## src/rtl/count_event_monitor.sv

```systemverilog
// Watches an upstream counter's value and queues WRAP / THRESH / LOAD events
// in a small FIFO, with sticky overflow tracking for events that did not fit.
module count_event_monitor #(
    parameter int unsigned WIDTH = 8,
    parameter int unsigned DEPTH = 4
) (
    input  logic                     clk,
    input  logic                     rst,
    input  logic [WIDTH-1:0]         cnt_in,
    input  logic                     mon_en,
    input  logic [WIDTH-1:0]         cfg_thresh,
    input  logic                     ovf_clr,
    input  logic                     evt_ready,
    output logic                     evt_valid,
    output logic [1:0]               evt_type,
    output logic [WIDTH-1:0]         evt_value,
    output logic                     ovf,
    output logic [7:0]               drop_cnt,
    output logic [$clog2(DEPTH):0]   fifo_level
);

    localparam int unsigned AW = $clog2(DEPTH);
    localparam int unsigned LW = AW + 1;

    typedef enum logic [1:0] {
        EVT_NONE   = 2'b00,
        EVT_WRAP   = 2'b01,
        EVT_THRESH = 2'b10,
        EVT_LOAD   = 2'b11
    } evt_t;

    typedef struct packed {
        logic [1:0]       kind;
        logic [WIDTH-1:0] value;
    } entry_t;

    logic [WIDTH-1:0] prev_cnt;
    logic             primed;
    entry_t           mem [DEPTH];
    logic [AW-1:0]    wr_ptr;
    logic [AW-1:0]    rd_ptr;

    evt_t             det_type_c;
    entry_t           new_entry_c;
    entry_t           head_next_c;
    logic             push_c;
    logic             pop_c;
    logic             full_c;
    logic             push_ok_c;
    logic             drop_c;
    logic [LW-1:0]    level_next_c;
    logic [LW-1:0]    kept_c;
    logic [AW-1:0]    rd_next_c;

    // Classify the change; an increment that is neither a wrap nor a threshold hit is silent.
    always_comb begin
        det_type_c = EVT_NONE;
        if (primed && mon_en && (cnt_in != prev_cnt)) begin
            if (cnt_in == prev_cnt + WIDTH'(1)) begin
                if (&prev_cnt) begin
                    det_type_c = EVT_WRAP;
                end else if (cnt_in == cfg_thresh) begin
                    det_type_c = EVT_THRESH;
                end
            end else begin
                det_type_c = EVT_LOAD;
            end
        end
    end

    // FIFO bookkeeping and the next head entry, so the outputs come straight from flops.
    always_comb begin
        new_entry_c.kind  = det_type_c;
        new_entry_c.value = cnt_in;
        push_c       = (det_type_c != EVT_NONE);
        pop_c        = evt_valid && evt_ready;
        full_c       = (fifo_level == LW'(DEPTH));
        push_ok_c    = push_c && (!full_c || pop_c);
        drop_c       = push_c && full_c && !pop_c;
        level_next_c = fifo_level + LW'(push_ok_c) - LW'(pop_c);
        kept_c       = fifo_level - LW'(pop_c);
        rd_next_c    = rd_ptr + AW'(pop_c);
        head_next_c  = '0;
        if (kept_c == LW'(0)) begin
            if (push_ok_c) begin
                head_next_c = new_entry_c;
            end
        end else begin
            head_next_c = mem[rd_next_c];
        end
    end

    // prev_cnt tracks the counter unconditionally so re-enabling never sees a stale value.
    always_ff @(posedge clk) begin
        prev_cnt <= cnt_in;
    end

    always_ff @(posedge clk) begin
        if (!rst && push_ok_c) begin
            mem[wr_ptr] <= new_entry_c;
        end
    end

    always_ff @(posedge clk) begin
        if (rst) begin
            primed     <= 1'b0;
            wr_ptr     <= '0;
            rd_ptr     <= '0;
            fifo_level <= '0;
            evt_valid  <= 1'b0;
            evt_type   <= '0;
            evt_value  <= '0;
            ovf        <= 1'b0;
            drop_cnt   <= '0;
        end else begin
            primed     <= 1'b1;
            wr_ptr     <= wr_ptr + AW'(push_ok_c);
            rd_ptr     <= rd_next_c;
            fifo_level <= level_next_c;
            evt_valid  <= (level_next_c != LW'(0));
            evt_type   <= head_next_c.kind;
            evt_value  <= head_next_c.value;
            // A drop on the same edge as a clear restarts the count at one.
            if (drop_c) begin
                ovf <= 1'b1;
                if (ovf_clr) begin
                    drop_cnt <= 8'd1;
                end else if (drop_cnt != 8'hFF) begin
                    drop_cnt <= drop_cnt + 8'd1;
                end
            end else if (ovf_clr) begin
                ovf      <= 1'b0;
                drop_cnt <= '0;
            end
        end
    end

endmodule

```

## config.mk

```make
export PLATFORM = sky130hd
export DESIGN_NAME = count_event_monitor
export DESIGN_NICKNAME = d
export VERILOG_FILES = /design/src/rtl/count_event_monitor.sv
export SDC_FILE = /design/constraint.sdc
export NUM_CORES = 1
export LEC_CHECK = 0
export BUFFER_PORTS_ARGS = -buffer_cell sky130_fd_sc_hd__buf_2
export CORE_MARGIN = 1
export CORE_UTILIZATION = 35
export DETAILED_ROUTE_END_ITERATION = 7
export SLEW_MARGIN = 20
export SYNTH_ARGS = -nofsm -noshare
export SYNTH_HDL_FRONTEND = slang
export SYNTH_SLANG_ARGS = --single-unit
export TNS_END_PERCENT = 1
```

## constraint.sdc

```tcl
create_clock -name clk -period 3.45 [get_ports clk]
set_input_delay 0.345 -clock clk [delete_from_list [all_inputs] [get_ports clk]]
set_output_delay 0.345 -clock clk [all_outputs]
set_load 0.01 [all_outputs]
```

==> metrics.md <==
| Metric | Value |
|---|---|
| Io pins | `44` |
| Filler instances | `852` |
| Post-synthesis cell type count | `49` |
| Final Critical Period | `3.19 ns` |
| Global route overflow | `0` |
| CP Capture Type | `flop` |
| Syn Nets | `280` |
| Yosys top cell by area | `edfxtp_1` |
| Die Ht | `98.6 um` |
| Initial antenna violation count | `0` |
| Setup-failing EPs final | `0` |
| Fin. max-slew vios | `0` |
| Antenna Cells | `0` |
| Unrepaired setup endpoints after global routing | `false` |
| #FFs+latches synth | `76` |
| Nets | `333` |
| Most frequent cell after synthesis | `edfxtp_1` |
| FMAX | `0.313 GHz` |
| Crit Path Class | `flop to flop` |
| Post-synth top cells | `edfxtp_1 (40), dfxtp_1 (36), nor2_1 (22)` |
| Via count | `2167` |
| Initial Utilization | `0.367` |
| CP startpoint kind | `flop` |
| Gpl congestion | `0.875` |
| Worst Path Required | `3.69 ns` |
| Post-synth EDFFs | `40` |
| Vias/cell | `5.20` |
| Share of layout cells above drive strength 1 | `0.272` |
| Routed WL | `6.97 mm` |
| Slew headroom | `0.436` |
| CTS Hold Buffers Added | `0` |
| Number of max-cap violations | `0` |
| Routed length per instance | `16.7 um` |
| CORE AREA | `8890 um2` |
| TritonCTS Buffers | `9` |
| Setup_tns | `0 ns` |
| GRT Resource Usage Total | `0.155` |
| Synth area leaders | `edfxtp_1 (37%), dfxtp_1 (22%), mux4_2 (6.9%), xor2_1 (4.8%), ha_1 (2.7%)` |
| Routed Antenna Nets | `0` |
| Clock sink total | `76` |
| Detail Placement HPWL | `4.78 mm` |
| VDD IR max | `281 uV` |
| Ys async rst share | `0` |
| Skew final | `0.0129 ns` |
| H-tree Lvls | `3` |
| Final Total Pwr | `2350 uW` |
| Vias in the first global route | `2154` |
| Crit path arrival time | `3.43 ns` |
| First-pass DRT Iterations | `4` |
| # DRC | `0` |
| Area Overhead vs Synth | `17.0%` |
| Register area share after synthesis | `0.589` |
| Final Hold Viols | `0` |
| Tightest Pin Transition | `0.843 ns` |
| Largest net degree at the start of global routing | `17` |
| Post-CTS resize count | `0` |
| Pwr dens | `614 nW/um2` |
| Final period util | `0.925` |
| CTS tree | `yes` |
| Die footprint | `9720 um2` |
| Post-Syn Area | `3270 um2` |
| Top FF cell, synth | `edfxtp_1` |
| First-pass GRT wire length | `11.4 mm` |
| # port buffers | `43` |
| Status | `finished clean` |
| Worst-path clk slew | `0.09 ns` |
| Static leakage | `0.00143 uW` |
| Syn_area_per_cell | `13.0 um2` |
| Clock Latency Late Sink | `0.36 ns` |
| Die Width | `98.6 um` |
| Class of the worst hold path | `primary input to flop` |
| Clk root buf | `clkbuf_8` |
| Row count | `34` |
| Iter 0 DRT Violations | `139` |
| Mapped Cells | `251` |
| Setup Buffers After CTS | `0` |
| CTS max path bufs | `2` |
| Synth warn | `0` |
| Crit path max fanout | `5` |
| Post-synth top area share | `0.368` |
## metal layers
layer  GRT usage  vias up  routed length (um)
met1       0.212     1057                3290
met2       0.242       42                3300
met5           0        -                   0
met4      0.0735        0                 124
li1            -     1061                   -
met3      0.0270        7                 258
## worst paths after layout
check / to / slack, ns / cells past startpoint / start
worst max-delay path: evt_valid / 0.26 / 15 / prev_cnt[0]
worst max register to register: evt_valid / 0.26 / 15 / prev_cnt[0]
worst min register to register: ovf / 0.48 / 2 / ovf
worst min-delay path: prev_cnt[3] / 0.20 / 1 / cnt_in[3]
## registers in the layout (all words and copies together) (netlist names)
name,flops
ovf,1
prev_cnt,8
evt_valid,1
mem,40
primed,1
fifo_level,3
evt_type,2
evt_value,8
rd_ptr,2
drop_cnt,8
wr_ptr,2
## cell families after synthesis
group                    Yosys count  share of synthesized area
AO/OA/AOI/OAI                     31                     0.0670
XOR/XNOR                          24                     0.0644
adder cells (fa/ha/maj)            8                     0.0329
buffers and inverters             16                     0.0222
flip-flops                        76                      0.589
multiplexers                      11                     0.0720
AND/OR/NAND/NOR                   85                      0.153
## worst max-delay path: stages (launching register included)
cell and delay, ns:
dfxtp_1 0.40, ha_2 0.24, nand2_1 0.08, or4b_1 0.47, o21ai_0 0.15, nand4_1 0.15, nor2_1 0.16, or3_1 0.16
ha_1 0.22, inv_1 0.06, ha_1 0.13, inv_1 0.04, fa_1 0.37, xor2_1 0.16, xnor2_1 0.19, a31oi_1 0.10
## layout make-up
type                    instances  area (um2)  share of cell area
multi-input cells             159        1280               0.335
clock inverters                 7        62.6              0.0164
flip-flops and latches         76        1920               0.503
clock buffers                   9         124              0.0324
well taps                     108         135              0.0354
inverters                       8        30.0             0.00786
repair buffers                 50         268              0.0701
## stage by stage
stage	setup WS [ns]	area [um2]	hold WS [ns]	util	instances
final	0.257	3820	0.202	0.430	417
after global routing	0.0287	3820	0.189	0.430	417
after CTS	0.230	3820	0.183	0.429	417
after detailed placement	0.127	3630	0.472	0.409	401
after global placement	0.229	3630	0.460	0.409	401
after floorplan	0.373	3270	0.373	-	251
## where the power goes
part	internal, uW	total (uW)	switching [uW]
Clock	279	656	377
Combinational	277	588	311
Sequential	1050	1100	54.4
Total	1600	2350	743
## cells in the final DEF (no fill, tap or decap), types with 6 or more instances in the layout
master and instances:
xor2_1 18, xnor2_1 6, inv_1 8, ha_1 6, nand3_1 6, clkbuf_8 9, nor2_1 22, o21ai_0 7
dfxtp_1 36, a32o_1 8, edfxtp_1 40, nand2_1 13, buf_2 43, buf_4 7, mux4_2 10, a21oi_1 7
Note: power is estimated with default switching activity, not from simulation.
